==> config.mk <==
export PLATFORM = sky130hd
export DESIGN_NAME = rcc_seq_flat
export DESIGN_NICKNAME = d
export VERILOG_FILES = /design/src/rtl/rcc_pkg.sv /design/src/rtl/rcc_seq_if.sv /design/src/rtl/rcc_dly_cnt.sv /design/src/rtl/rcc_seq.sv /design/src/flat_wrapper.sv
export SDC_FILE = /design/constraint.sdc
export NUM_CORES = 1
export LEC_CHECK = 0
export ABC_AREA = 1
export BUFFER_PORTS_ARGS = -buffer_cell sky130_fd_sc_hd__buf_2
export CAP_MARGIN = 20
export CORE_MARGIN = 2
export CORE_UTILIZATION = 40
export CTS_BUF_LIST = sky130_fd_sc_hd__clkbuf_2
export DETAILED_ROUTE_END_ITERATION = 6
export SLEW_MARGIN = 20
export SYNTH_ARGS = -nofsm -noshare
export SYNTH_HDL_FRONTEND = slang
export SYNTH_SLANG_ARGS = --single-unit
==> constraint.sdc <==
create_clock -name lclk -period 5 [get_ports lclk]
set_input_delay 0.5 -clock lclk [delete_from_list [all_inputs] [get_ports lclk]]
set_output_delay 0.5 -clock lclk [all_outputs]
set_load 0.05 [all_outputs]
==> src/rtl/rcc_pkg.sv <==
// Shared types and constants for the reset/clock controller sequencer.
package rcc_pkg;

   typedef enum logic [2:0] {
      ST_LS_RUN  = 3'd0,
      ST_HS_OSC  = 3'd1,
      ST_SW_GATE = 3'd2,
      ST_SW_SEL  = 3'd3,
      ST_HS_RUN  = 3'd4,
      ST_SLEEP   = 3'd5
   } rcc_state_e;

   localparam logic [1:0] MODE_LS    = 2'b00;
   localparam logic [1:0] MODE_HS    = 2'b01;
   localparam logic [1:0] MODE_SLEEP = 2'b10;
   localparam logic [1:0] MODE_TRANS = 2'b11;

   localparam int OSC_WAIT_DEF = 64;
   localparam int OSC_TMO_DEF  = 1024;
   localparam int SW_WAIT_DEF  = 4;

   // Externally visible mode for a given sequencer state.
   function automatic logic [1:0] state_mode(input rcc_state_e s);
      logic [1:0] m;
      case (s)
         ST_LS_RUN: m = MODE_LS;
         ST_HS_RUN: m = MODE_HS;
         ST_SLEEP:  m = MODE_SLEEP;
         default:   m = MODE_TRANS;
      endcase
      return m;
   endfunction

endpackage

==> src/rtl/rcc_seq_if.sv <==
// Request/status bundle between the power/clock requester and the sequencer.
interface rcc_seq_if;

   logic       hs_req;
   logic       sleep_req;
   logic       wake;
   logic       hosc_rdy;
   logic       hosc_en;
   logic       clk_sel;
   logic       run_ctrl;
   logic [1:0] mode;
   logic       busy;
   logic       sw_done;
   logic       osc_err;

   modport master (
      output hs_req, sleep_req, wake, hosc_rdy,
      input  hosc_en, clk_sel, run_ctrl, mode, busy, sw_done, osc_err
   );

   modport slave (
      input  hs_req, sleep_req, wake, hosc_rdy,
      output hosc_en, clk_sel, run_ctrl, mode, busy, sw_done, osc_err
   );

endinterface

==> src/rtl/rcc_dly_cnt.sv <==
// Clear-on-load saturating delay counter with a terminal-count compare.
module rcc_dly_cnt #(
   parameter int W = 11
) (
   input  logic         clk,
   input  logic         rst,
   input  logic         clr,
   input  logic [W-1:0] term,
   output logic [W-1:0] cnt,
   output logic         hit
);

   logic [W-1:0] cnt_q;
   logic [W-1:0] cnt_d;

   // Restart on load, otherwise count up and stick at all-ones.
   always_comb begin
      cnt_d = cnt_q;
      if (clr) begin
         cnt_d = '0;
      end else if (cnt_q != {W{1'b1}}) begin
         cnt_d = cnt_q + W'(1);
      end
   end

   // Count register.
   always_ff @(posedge clk) begin
      if (rst) begin
         cnt_q <= '0;
      end else begin
         cnt_q <= cnt_d;
      end
   end

   assign cnt = cnt_q;
   assign hit = (cnt_q == term);

endmodule

==> src/rtl/rcc_seq.sv <==
// Clock-mode sequencer: oscillator start, gated lclk/hclk switch and sleep/wake,
// running entirely on the always-on lclk.
module rcc_seq
   import rcc_pkg::*;
#(
   parameter int OSC_WAIT = OSC_WAIT_DEF,
   parameter int OSC_TMO  = OSC_TMO_DEF,
   parameter int SW_WAIT  = SW_WAIT_DEF
) (
   input  logic      lclk,
   input  logic      rst,
   rcc_seq_if.slave  bus
);

   localparam int CNT_W = $clog2(OSC_TMO + 1);
   localparam logic [CNT_W-1:0] WAIT_LAST = CNT_W'(OSC_WAIT - 1);
   localparam logic [CNT_W-1:0] TMO_LAST  = CNT_W'(OSC_TMO - 1);
   localparam logic [CNT_W-1:0] SW_LAST   = CNT_W'(SW_WAIT - 1);

   rcc_state_e state_q, state_d;
   logic       dir_hs_q, dir_hs_d;
   logic       sleep_pend_q, sleep_pend_d;
   logic       hs_block_q, hs_block_d;
   logic       hosc_en_q, hosc_en_d;
   logic       clk_sel_q, clk_sel_d;
   logic       run_ctrl_q, run_ctrl_d;
   logic [1:0] mode_q, mode_d;
   logic       busy_q, busy_d;
   logic       sw_done_q, sw_done_d;
   logic       osc_err_q, osc_err_d;

   logic [CNT_W-1:0] cnt;
   logic [CNT_W-1:0] cnt_term;
   logic             cnt_hit;
   logic             cnt_clr;
   logic             sleep_now;

   assign sleep_now = bus.sleep_req | sleep_pend_q;
   assign cnt_clr   = (state_d != state_q);

   rcc_dly_cnt #(.W(CNT_W)) u_dly (
      .clk  (lclk),
      .rst  (rst),
      .clr  (cnt_clr),
      .term (cnt_term),
      .cnt  (cnt),
      .hit  (cnt_hit)
   );

   // Next state and switch direction; hs_req is only looked at in the run states.
   always_comb begin
      state_d  = state_q;
      dir_hs_d = dir_hs_q;
      cnt_term = SW_LAST;
      case (state_q)
         ST_LS_RUN: begin
            if (sleep_now) begin
               state_d = ST_SLEEP;
            end else if (bus.hs_req && !hs_block_q) begin
               state_d  = ST_HS_OSC;
               dir_hs_d = 1'b1;
            end
         end
         ST_HS_OSC: begin
            cnt_term = TMO_LAST;
            if ((cnt >= WAIT_LAST) && bus.hosc_rdy) begin
               state_d = ST_SW_GATE;
            end else if (cnt_hit) begin
               state_d = ST_LS_RUN;
            end
         end
         ST_SW_GATE: begin
            if (cnt_hit) begin
               state_d = ST_SW_SEL;
            end
         end
         ST_SW_SEL: begin
            if (cnt_hit) begin
               state_d = dir_hs_q ? ST_HS_RUN : ST_LS_RUN;
            end
         end
         ST_HS_RUN: begin
            if (!bus.hs_req || sleep_now) begin
               state_d  = ST_SW_GATE;
               dir_hs_d = 1'b0;
            end
         end
         ST_SLEEP: begin
            if (bus.wake) begin
               state_d = ST_LS_RUN;
            end
         end
         default: begin
            state_d = ST_LS_RUN;
         end
      endcase
   end

   // Sticky flags: pending sleep request and the post-timeout speed-up block.
   always_comb begin
      sleep_pend_d = sleep_pend_q;
      hs_block_d   = hs_block_q;
      if (state_q != ST_SLEEP) begin
         if (state_d == ST_SLEEP) begin
            sleep_pend_d = 1'b0;
         end else if (bus.sleep_req) begin
            sleep_pend_d = 1'b1;
         end
      end
      if ((state_q == ST_HS_OSC) && (state_d == ST_LS_RUN)) begin
         hs_block_d = 1'b1;
      end else if (((state_q == ST_LS_RUN) || (state_q == ST_HS_RUN)) && !bus.hs_req) begin
         hs_block_d = 1'b0;
      end
   end

   // Registered outputs derived from the state being entered; clk_sel only moves
   // when the gate phase hands over to the select phase.
   always_comb begin
      hosc_en_d  = (state_d == ST_HS_OSC) || (state_d == ST_SW_GATE) ||
                   (state_d == ST_SW_SEL) || (state_d == ST_HS_RUN);
      run_ctrl_d = (state_d == ST_LS_RUN) || (state_d == ST_HS_OSC) ||
                   (state_d == ST_HS_RUN);
      mode_d     = state_mode(state_d);
      busy_d     = (mode_d == MODE_TRANS);
      sw_done_d  = (state_q == ST_SW_SEL) && (state_d != ST_SW_SEL);
      osc_err_d  = (state_q == ST_HS_OSC) && (state_d == ST_LS_RUN);
      clk_sel_d  = clk_sel_q;
      if ((state_q == ST_SW_GATE) && (state_d == ST_SW_SEL)) begin
         clk_sel_d = dir_hs_q;
      end
      if (state_d == ST_SLEEP) begin
         clk_sel_d = 1'b0;
      end
   end

   // State, flag and output registers with synchronous reset to low-speed run.
   always_ff @(posedge lclk) begin
      if (rst) begin
         state_q      <= ST_LS_RUN;
         dir_hs_q     <= 1'b0;
         sleep_pend_q <= 1'b0;
         hs_block_q   <= 1'b0;
         hosc_en_q    <= 1'b0;
         clk_sel_q    <= 1'b0;
         run_ctrl_q   <= 1'b1;
         mode_q       <= MODE_LS;
         busy_q       <= 1'b0;
         sw_done_q    <= 1'b0;
         osc_err_q    <= 1'b0;
      end else begin
         state_q      <= state_d;
         dir_hs_q     <= dir_hs_d;
         sleep_pend_q <= sleep_pend_d;
         hs_block_q   <= hs_block_d;
         hosc_en_q    <= hosc_en_d;
         clk_sel_q    <= clk_sel_d;
         run_ctrl_q   <= run_ctrl_d;
         mode_q       <= mode_d;
         busy_q       <= busy_d;
         sw_done_q    <= sw_done_d;
         osc_err_q    <= osc_err_d;
      end
   end

   assign bus.hosc_en  = hosc_en_q;
   assign bus.clk_sel  = clk_sel_q;
   assign bus.run_ctrl = run_ctrl_q;
   assign bus.mode     = mode_q;
   assign bus.busy     = busy_q;
   assign bus.sw_done  = sw_done_q;
   assign bus.osc_err  = osc_err_q;

endmodule

==> src/flat_wrapper.sv <==
// flat-port wrapper written by rule: the top's interface ports become plain ports
module rcc_seq_flat import rcc_pkg::*;
#(
   parameter int OSC_WAIT = OSC_WAIT_DEF,
   parameter int OSC_TMO  = OSC_TMO_DEF,
   parameter int SW_WAIT  = SW_WAIT_DEF
)
  (lclk, rst, bus_hs_req, bus_sleep_req, bus_wake, bus_hosc_rdy, bus_hosc_en, bus_clk_sel, bus_run_ctrl, bus_mode, bus_busy, bus_sw_done, bus_osc_err);
  rcc_seq_if bus_i ();
  input  logic lclk;
  input  logic rst;
  input wire logic [$bits(bus_i.hs_req)-1:0] bus_hs_req;
  input wire logic [$bits(bus_i.sleep_req)-1:0] bus_sleep_req;
  input wire logic [$bits(bus_i.wake)-1:0] bus_wake;
  input wire logic [$bits(bus_i.hosc_rdy)-1:0] bus_hosc_rdy;
  output wire logic [$bits(bus_i.hosc_en)-1:0] bus_hosc_en;
  output wire logic [$bits(bus_i.clk_sel)-1:0] bus_clk_sel;
  output wire logic [$bits(bus_i.run_ctrl)-1:0] bus_run_ctrl;
  output wire logic [$bits(bus_i.mode)-1:0] bus_mode;
  output wire logic [$bits(bus_i.busy)-1:0] bus_busy;
  output wire logic [$bits(bus_i.sw_done)-1:0] bus_sw_done;
  output wire logic [$bits(bus_i.osc_err)-1:0] bus_osc_err;
  assign bus_i.hs_req = bus_hs_req;
  assign bus_i.sleep_req = bus_sleep_req;
  assign bus_i.wake = bus_wake;
  assign bus_i.hosc_rdy = bus_hosc_rdy;
  assign bus_hosc_en = bus_i.hosc_en;
  assign bus_clk_sel = bus_i.clk_sel;
  assign bus_run_ctrl = bus_i.run_ctrl;
  assign bus_mode = bus_i.mode;
  assign bus_busy = bus_i.busy;
  assign bus_sw_done = bus_i.sw_done;
  assign bus_osc_err = bus_i.osc_err;
  rcc_seq #(.OSC_WAIT(OSC_WAIT), .OSC_TMO(OSC_TMO), .SW_WAIT(SW_WAIT)) u_core (.lclk(lclk), .rst(rst), .bus(bus_i));
endmodule
==> impl_metrics.env, run 1 <==
export IMPL_worst_path_most_repeated_cell="nand2_1"
export IMPL_worst_clock_skew_ns=0.00727
export IMPL_power_clock_fraction=0.139
export IMPL_drt_wirelength_per_cell_um=10.2
export IMPL_synth_sequential_area_ratio=0.368
export IMPL_ff2ff_setup_slack_ns=2.81
export IMPL_rsz_0062_raised_after_global_routing="false"
export IMPL_pwr_dens_nw_per_um2=405
export IMPL_cts_root_buf="clkbuf_2"
export IMPL_synth_cell_types=24
export IMPL_ys_flop_type="dfxtp_1"
export IMPL_detailroute_via_count=1190
export IMPL_crit_family="simple AND/OR/NAND/NOR gates"
export IMPL_final_setup_worst_slack_ns=2.81
export IMPL_postRouteAntennaNets=0
export IMPL_wl_met2_um=1050
export IMPL_post_synth_instance_area_um2=1360
export IMPL_grt_use_total=0.153
export IMPL_cts_buffers=3
export IMPL_grt_first_pass_wirelength_um=4870
export IMPL_logic_pwr_share=0.443
export IMPL_clock_sinks=25
export IMPL_final_hpwl_dp_um=2040
export IMPL_first_iter_violations=48
export IMPL_slew_violations=0
export IMPL_sequential_cell_area_um2=500
export IMPL_wl_um=2640
export IMPL_drc_errors=0
export IMPL_hold_path_startpoint="rst"
export IMPL_fill_cells=369
export IMPL_seq_power_share=0.418
export IMPL_ir_drop_mv=0.224
export IMPL_setup_worst_path_end_class="register"
export IMPL_worst_path_buf_inv=1
export IMPL_antenna_cells=0
export IMPL_switching_share=0.469
export IMPL_regToRegStartpoint="u_core.u_dly.cnt[1]"
export IMPL_tritoncts="built"
export IMPL_postSynth_asyncResetShare=0
export IMPL_syn_nets=203
export IMPL_hold_class="input pin to register"
export IMPL_drtPass1Iterations=4
export IMPL_timing_critical_path_slowest_cell_delay_ns=0.47
export IMPL_highest_layer="met4"
export IMPL_final_layout_size_suffix_gt1_frac=0.208
export IMPL_die_height_um=62.3
export IMPL_detail_route_vias_per_cell=4.61
export IMPL_share_of_the_synthesized_area_in_the_top_cell_type=0.368
export IMPL_cts_max_level=1
export IMPL_crit_path_start_kind="register"
export IMPL_finalHoldWorstSlack_ns=0.355
export IMPL_number_of_enable_flip_flop_cells_after_synthesis=0
export IMPL_crit_path_top_delay_cell="nand2_1"
export IMPL_worstPathMaxFanout=11
export IMPL_period_minus_slack_ns=2.19
export IMPL_design_final_nets=220
export IMPL_hold_viol_final=0
export IMPL_grt_max_degree=16
export IMPL_design_portCount=14
export IMPL_first_global_vias=1161
export IMPL_clk_pin_slew_worst_paths_ns=0.26
export IMPL_yosys_area_top_type="dfxtp_1"
export IMPL_die_width_um=62.3
export IMPL_psw_mw=0.284
export IMPL_fp_dieArea_um2=3880
export IMPL_detailed_routing_wirelength_on_met1_um=1460
export IMPL_setup_viol=0
export IMPL_yosys_cell_count_top_type="nand2_1"
export IMPL_placementRows=21
export IMPL_power_leakage_nw=0.685
export IMPL_synth_top_cells_by_area="dfxtp_1 37%, nand2_1 8.8%, inv_1 8.6%"
export IMPL_hold_path_cell_count=2
export IMPL_synth_common_cells="32 x nand2_1, 31 x inv_1, 30 x nor2_1"
export IMPL_synthesis_yosys_warnings=0
export IMPL_clock_insertion_delay_worst_skew_ns=0.36
export IMPL_detailroute_wirelength_met3_um=88
export IMPL_overflow=0
export IMPL_path_class="register to register"
export IMPL_result_of_the_run="finished, final reports clean"
export IMPL_ratio_of_final_minimum_period_to_clock_period=0.438
export IMPL_worstPathCellList="ha_1, inv_1, nor2_1, nand2_1, nand3b_1, nand2_1, nand3_1, nand3_2, nand2_1, nand2_1, nand2_1, nor2_1"
export IMPL_cts_hold_buf=0
export IMPL_grt_antenna_before_repair=0
export IMPL_buffer_ports_inserted=13
export IMPL_worst_r2r_end="u_core.u_dly.cnt[10]"
export IMPL_clock_path_buffers=2
export IMPL_slew_limit_headroom=0.582
export IMPL_achievable_frequency_mhz=457
export IMPL_cell_internal_pwr_mw=0.321
export IMPL_cts_setup_buffers=0
export IMPL_destination_of_the_worst_hold_path="u_core.dir_hs_q"
export IMPL_design_core_area_um2=3310
export IMPL_synthesis_instances=196
export IMPL_area_growth_syn_to_layout_pct=9.84
export IMPL_syn_avg_cell_area_um2=6.94
export IMPL_worst_reg_to_reg_path_cell_count=12
export IMPL_initial_core_util=0.411
export IMPL_totalNegativeSetupSlack_ns=0
export IMPL_rd_place_congestion=0.948
export IMPL_pre_cts_ws_ns=2.79
export IMPL_multi_input_combinational_cell_area_um2=717
export IMPL_crit_arrival_ns=2.46
export IMPL_cp_required_ns=5.27
export IMPL_cap_violations=0
export IMPL_tightestPinTransition_ns=0.626
export IMPL_ys_ff_latch=25
export IMPL_post_cts_resize_count=0
[layout make-up]
type,instances,area share
clock buffer,3,0.0101
inverter,35,0.0879
clock inverter,1,0.00503
timing repair buffer,13,0.0436
tap,46,0.0385
sequential,25,0.335
multi-input combinational,135,0.480
[state kept, by name (all words and copies together) (netlist names)]
register and cells:
u_core.hs_block_q 1, u_core.bus.hosc_en 1, u_core.bus.busy 1, u_core.bus.sw_done 1, u_core.sleep_pend_q 1, u_core.state_q 3
u_core.bus.clk_sel 1, u_core.bus.osc_err 1, u_core.dir_hs_q 1, u_core.bus.mode 2, u_core.bus.run_ctrl 1, u_core.u_dly.cnt 11
[cells in the final DEF (no fill, tap or decap), drive strengths merged]
cell type  Yosys  layout
a21oi         10      10
buf            1      13
clkbuf         0       3
clkinvlp       0       1
dfxtp         25      25
ha             1       1
inv           35      35
nand2         36      36
nand3         18      18
nand3b         1       1
nand4          5       5
nor2          42      42
nor3           5       5
o21ai         10      10
or2            1       1
xor2           6       6
[layer usage]
layer,vias to the layer above,global-route usage
li1,644,-
met1,517,0.222
met2,23,0.230
met3,6,0.0236
met4,0,0.0583
met5,-,0
[per-stage QoR]
step | instance area, um2 | power [mW] | cells | util
after floorplan | 1360 | 0.476 | 196 | -
after global placement | 1470 | 0.526 | 254 | 0.444
after detailed placement | 1470 | 0.524 | 254 | 0.444
after CTS | 1490 | 0.609 | 258 | 0.451
after global routing | 1490 | 0.650 | 258 | 0.451
final | 1490 | 0.605 | 258 | 0.451
[worst max path at each step]
| stage | start | end | slack, ns | cells past startpoint |
|---|---|---|---|---|
| 2_1_floorplan | bus_sleep_req | u_core.u_dly.cnt[5] | 3.32 | 12 |
| 3_3_place_gp | bus_sleep_req | u_core.u_dly.cnt[10] | 2.80 | 13 |
| 3_5_place_dp | bus_sleep_req | u_core.u_dly.cnt[10] | 2.79 | 13 |
| 4_1_cts | u_core.u_dly.cnt[1] | u_core.u_dly.cnt[10] | 2.81 | 12 |
| 5_1_grt | u_core.u_dly.cnt[1] | u_core.u_dly.cnt[10] | 2.55 | 12 |
| 6_report | u_core.u_dly.cnt[1] | u_core.u_dly.cnt[10] | 2.81 | 12 |
[power groups by stage]
| stage | clock [mW] | combinational [mW] | sequential (mW) |
|---|---|---|---|
| floorplan | 0 | 0.156 | 0.320 |
| global placement | 0 | 0.268 | 0.258 |
| detailed placement | 0 | 0.267 | 0.257 |
| CTS | 0.0879 | 0.268 | 0.253 |
| global route | 0.0933 | 0.299 | 0.257 |
| finish | 0.0843 | 0.268 | 0.253 |
[kinds of logic after synthesis]
family,after synthesis,synth area share
compound gates,20,0.0819
xor+xnor,6,0.0386
fa+ha+maj,1,0.00920
buf+inv,36,0.105
flops,25,0.368
simple gates,108,0.397
No activity file was read; power rests on OpenSTA's default activity.
==> run 2: changes to the inputs <==
==> constraint.sdc (replaced) <==
create_clock -name lclk -period 2 [get_ports lclk]
set_input_delay 0.2 -clock lclk [delete_from_list [all_inputs] [get_ports lclk]]
set_output_delay 0.2 -clock lclk [all_outputs]
set_load 0.05 [all_outputs]
==> run 2 against run 1 <==
Via count rose by 5.7%. Register-to-register slack got worse by 2.6 ns. Maximum frequency rose by 21%. Sequential power rose by 150%. Combinational power rose to 2.8 times the previous value. Critical path depth rose by 1. Sequential share of layout area fell by 1.1 points. Core utilization rose by 1.9 points. Critical path type unchanged. Critical endpoint unchanged. Largest power group unchanged.
==> impl_metrics.env, run 2 (synthesis results as in run 1) <==
export IMPL_worstPathMaxFanout=11
export IMPL_clock_insertion_delay_worst_skew_ns=0.36
export IMPL_hold_class="input pin to register"
export IMPL_timing_critical_path_slowest_cell_delay_ns=0.38
export IMPL_drc_errors=0
export IMPL_overflow=0
export IMPL_initial_core_util=0.411
export IMPL_placed_area_um2=1520
export IMPL_fp_dieArea_um2=3880
export IMPL_grt_use_total=0.163
export IMPL_cp_required_ns=2.32
export IMPL_final_layout_size_suffix_gt1_frac=0.249
export IMPL_wl_um=2760
export IMPL_first_global_vias=1174
export IMPL_power_leakage_nw=0.722
export IMPL_detail_route_vias_per_cell=4.78
export IMPL_clock_path_buffers=2
export IMPL_clock_sinks=25
export IMPL_achievable_frequency_mhz=551
export IMPL_ir_drop_mv=0.710
export IMPL_tightestPinTransition_ns=0.435
export IMPL_postRouteAntennaNets=0
export IMPL_totalNegativeSetupSlack_ns=0
export IMPL_worst_clock_skew_ns=0.00431
export IMPL_tritoncts="built"
export IMPL_period_minus_slack_ns=1.81
export IMPL_worst_path_buf_inv=2
export IMPL_cts_root_buf="clkbuf_2"
export IMPL_die_width_um=62.3
export IMPL_grt_first_pass_wirelength_um=5080
export IMPL_cap_violations=0
export IMPL_design_portCount=14
export IMPL_cts_max_level=1
export IMPL_layout_commonest_cell="nand2_1"
export IMPL_max_ffs_per_register=11
export IMPL_slew_limit_headroom=0.708
export IMPL_crit_path_start_kind="register"
export IMPL_result_of_the_run="finished, final reports clean"
export IMPL_grt_antenna_before_repair=0
export IMPL_first_iter_violations=65
export IMPL_design_core_area_um2=3310
export IMPL_slew_violations=0
export IMPL_hold_viol_final=0
export IMPL_cts_buffers=3
export IMPL_drtPass1Iterations=4
export IMPL_buffer_ports_inserted=13
export IMPL_fill_cells=370
export IMPL_clk_pin_slew_worst_paths_ns=0.24
export IMPL_crit_family="simple AND/OR/NAND/NOR gates"
export IMPL_pwr_dens_nw_per_um2=1010
export IMPL_detailroute_via_count=1258
export IMPL_rsz_0062_raised_after_global_routing="false"
export IMPL_crit_path_top_delay_cell="dfxtp_2"
export IMPL_final_cell_mix="32 x nand2_1, 31 x inv_1, 29 x nor2_1, 22 x dfxtp_1, 14 x nand3_1"
export IMPL_rd_place_congestion=0.996
export IMPL_worst_path_most_repeated_cell="nand2_1"
export IMPL_ratio_of_final_minimum_period_to_clock_period=0.907
export IMPL_design_final_nets=225
export IMPL_layout_cell_area_non_filler_um2=1560
export IMPL_final_setup_worst_slack_ns=0.185
export IMPL_grt_max_degree=15
export IMPL_cts_setup_buffers=0
export IMPL_placementRows=21
export IMPL_setup_worst_path_end_class="register"
export IMPL_path_class="register to register"
export IMPL_final_hpwl_dp_um=2160
export IMPL_area_growth_syn_to_layout_pct=14.5
export IMPL_drt_wirelength_per_cell_um=10.5
export IMPL_setup_viol=0
export IMPL_worstPathCellList="ha_1, inv_1, nor2_4, nand2_1, nand3b_1, nand3_1, nand3_4, nand2_2, nand2_1, nor2_1, nand2_1, buf_12, nor2_1"
export IMPL_antenna_cells=0
export IMPL_crit_arrival_ns=2.14
export IMPL_pre_cts_ws_ns=0.124
export IMPL_die_height_um=62.3
## run 2: cell count changes in the layout (fill, tap and decap cells not counted)
cell,change
buf_4,+4
dfxtp_1,-3
dfxtp_2,+3
buf_12,+1
clkinv_2,+1
clkinvlp_4,-1
nor2_1,-1
nor2_4,+1
nor3_1,-1
nor3_2,+1
## run 2: layout make-up
| class | instances | area, um2 | area share |
|---|---|---|---|
| Timing Repair Buffer | 18 | 115 | 0.0739 |
| Clock inverter | 1 | 5.00 | 0.00321 |
| Multi-Input combinational cell | 135 | 729 | 0.468 |
| Sequential cell | 25 | 504 | 0.324 |
| Tap cell | 46 | 57.6 | 0.0369 |
| Clock buffer | 3 | 15.0 | 0.00964 |
| Inverter | 35 | 131 | 0.0843 |
## run 2: timing repair
| item | in CTS | in global routing |
|---|---|---|
| hold buffers | 0 | 0 |
| setup endpoints to repair | 0 | 15 |
| gates resized for setup | 0 | 6 |
## run 2: power by group
group	switching (mW)	total, mW	leakage [nW]	internal (mW)
Combinational	0.518	0.747	0.501	0.230
Sequential	0.0420	0.626	0.205	0.584
Clock	0.160	0.205	0.0164	0.0453
## run 2: routing by layer
layer,share of wire,vias up,track usage,routed length (um)
met4,0.013,0,0.0639,37
met5,0,-,0,0
li1,-,660,-,-
met1,0.51,568,0.230,1410
met2,0.44,26,0.243,1210
met3,0.036,4,0.0326,100
## run 2: worst paths after layout
path	startpoint	slack [ns]	to	depth (start not counted)
min	rst	0.05	u_core.dir_hs_q	2
min reg2reg	u_core.dir_hs_q	0.49	u_core.dir_hs_q	2
max reg2reg	u_core.u_dly.cnt[0]	0.19	u_core.u_dly.cnt[10]	13
max	u_core.u_dly.cnt[0]	0.19	u_core.u_dly.cnt[10]	13
## run 2: through the flow
step,hold slack (ns),cells,utilization,power (mW)
final,0.0537,263,0.471,1.58
after global routing,0.0417,263,0.471,1.71
after CTS,0.0602,263,0.466,1.58
after detailed placement,0.468,259,0.460,1.38
after global placement,0.469,259,0.460,1.38
after floorplan,0.269,196,-,1.19
==> run 3: changes to the inputs <==
--- a/config.mk
+++ b/config.mk
@@ -6,12 +6,12 @@
 export NUM_CORES = 1
 export LEC_CHECK = 0
 export ABC_AREA = 1
-export BUFFER_PORTS_ARGS = -buffer_cell sky130_fd_sc_hd__buf_2
 export CAP_MARGIN = 20
 export CORE_MARGIN = 2
 export CORE_UTILIZATION = 40
 export CTS_BUF_LIST = sky130_fd_sc_hd__clkbuf_2
 export DETAILED_ROUTE_END_ITERATION = 6
+export DONT_BUFFER_PORTS = 1
 export SLEW_MARGIN = 20
 export SYNTH_ARGS = -nofsm -noshare
 export SYNTH_HDL_FRONTEND = slang
==> run 3 against run 2 <==
Clock power is essentially flat. Critical endpoint unchanged. Core utilization shrank 1.2 points. Worst setup slack gained 0.0097 ns. Sequential share of layout area grew 1.1 points. First-iteration DRC count grew 20%.
==> impl_metrics.env, run 3 (synthesis results as in run 1) <==
export IMPL_final_layout_size_suffix_gt1_frac=0.220
export IMPL_grt_max_degree=15
export IMPL_slew_limit_headroom=0.653
export IMPL_wl_um=2680
export IMPL_max_ffs_per_register=11
export IMPL_worstPathMaxFanout=11
export IMPL_drt_wirelength_per_cell_um=10.7
export IMPL_grt_use_total=0.155
export IMPL_worstPathCellList="ha_1, inv_1, nor2_4, nand2_1, nand3b_1, nand2_1, nand3_1, nand3_2, nand2_1, nand2_1, nand2_1, buf_12, nor2_1"
export IMPL_first_global_vias=1106
export IMPL_timing_critical_path_slowest_cell_delay_ns=0.39
export IMPL_worst_path_most_repeated_cell="nand2_1"
export IMPL_final_setup_worst_slack_ns=0.195
export IMPL_power_leakage_nw=0.670
export IMPL_pre_cts_ws_ns=0.119
export IMPL_cp_required_ns=2.29
export IMPL_grt_first_pass_wirelength_um=4860
export IMPL_rd_place_congestion=0.928
export IMPL_worst_path_buf_inv=2
export IMPL_crit_path_top_delay_cell="dfxtp_2"
export IMPL_hold_class="input pin to register"
export IMPL_crit_path_start_kind="register"
export IMPL_rsz_0062_raised_after_global_routing="false"
export IMPL_first_iter_violations=78
export IMPL_tightestPinTransition_ns=0.520
export IMPL_fp_dieArea_um2=3880
export IMPL_final_cell_mix="31 x nand2_1, 31 x inv_1, 28 x nor2_1, 21 x dfxtp_1, 13 x nand3_1"
export IMPL_design_portCount=14
export IMPL_worst_clock_skew_ns=0.00696
export IMPL_slew_violations=0
export IMPL_drc_errors=0
export IMPL_tritoncts="built"
export IMPL_ir_drop_mv=0.657
export IMPL_final_hpwl_dp_um=2050
export IMPL_clock_path_buffers=2
export IMPL_clk_pin_slew_worst_paths_ns=0.24
export IMPL_clock_sinks=25
export IMPL_cts_max_level=1
export IMPL_period_minus_slack_ns=1.80
export IMPL_placementRows=21
export IMPL_cap_violations=0
export IMPL_detail_route_vias_per_cell=4.71
export IMPL_antenna_cells=0
export IMPL_grt_antenna_before_repair=0
export IMPL_finalHoldWorstSlack_ns=0.0248
export IMPL_cts_setup_buffers=0
export IMPL_crit_family="simple AND/OR/NAND/NOR gates"
export IMPL_clock_insertion_delay_worst_skew_ns=0.36
export IMPL_hold_viol_final=0
export IMPL_pwr_dens_nw_per_um2=1020
export IMPL_overflow=0
export IMPL_achievable_frequency_mhz=554
export IMPL_die_height_um=62.3
export IMPL_initial_core_util=0.411
export IMPL_setup_viol=0
export IMPL_drtPass1Iterations=4
export IMPL_result_of_the_run="finished, final reports clean"
export IMPL_ratio_of_final_minimum_period_to_clock_period=0.902
export IMPL_design_core_area_um2=3310
export IMPL_area_growth_syn_to_layout_pct=11.5
export IMPL_postRouteAntennaNets=0
export IMPL_buffer_ports_inserted=0
export IMPL_detailroute_via_count=1183
export IMPL_totalNegativeSetupSlack_ns=0
export IMPL_cts_root_buf="clkbuf_2"
export IMPL_design_final_nets=213
export IMPL_die_width_um=62.3
export IMPL_cts_buffers=3
export IMPL_path_class="register to register"
export IMPL_setup_worst_path_end_class="register"
export IMPL_crit_arrival_ns=2.10
[run 3: cell count changes in the layout (fill, tap and decap cells not counted), sizes merged]
cell,before,now
dlygate4sd3,0,1
buf,18,5
[run 3: what timing repair did]
| action | in CTS | in global routing |
|---|---|---|
| endpoints found under the hold margin | 5 | 0 |
| hold buffers | 1 | 0 |
| setup endpoints to repair | 0 | 15 |
| gates resized for setup | 0 | 11 |
[run 3: worst min-delay path, cell delays in order]
cell and delay (ns):
nor2_1 0.04, nand3_1 0.08, a21oi_1 0.06
[run 3: final timing paths]
check | from | to | slack (ns) | cells after the start
hold / removal | bus_sleep_req | u_core.dir_hs_q | 0.02 | 3
hold reg to reg | u_core.dir_hs_q | u_core.bus.clk_sel | 0.49 | 2
setup / recovery | u_core.u_dly.cnt[1] | u_core.u_dly.cnt[10] | 0.20 | 13
setup reg to reg | u_core.u_dly.cnt[1] | u_core.u_dly.cnt[10] | 0.20 | 13
[run 3: where the power goes]
| part | switching, mW | total (mW) | internal [mW] |
|---|---|---|---|
| combinational | 0.340 | 0.539 | 0.200 |
| clock | 0.159 | 0.204 | 0.0453 |
| sequential | 0.211 | 0.798 | 0.587 |
| total | 0.710 | 1.54 | 0.832 |
[run 3: layout make-up]
cell class	instances	area [um2]
Clock buffer	3	15.0
Clock inverter	1	5.00
Fill cell	360	1790
Inverter	35	131
Multi-Input combinational cell	135	739
Sequential cell	25	508
Tap cell	46	57.6
Timing Repair Buffer	6	60.1
[run 3: routing by layer]
layer  vias up  GRT usage  wire length [um]
li1        637          -                 -
met1       516      0.225              1390
met2        24      0.224              1140
met3         6     0.0272                98
met4         0     0.0667                48
met5         -          0                 0
[run 3: metrics by stage]
step / total power, mW / util / instance area [um2] / instances
after global placement: 1.33 / 0.440 / 1460 / 246
after floorplan: 1.19 / - / 1360 / 196
after detailed placement: 1.33 / 0.440 / 1460 / 246
after global routing: 1.65 / 0.458 / 1520 / 251
final: 1.54 / 0.458 / 1520 / 251
after CTS: 1.53 / 0.449 / 1490 / 251
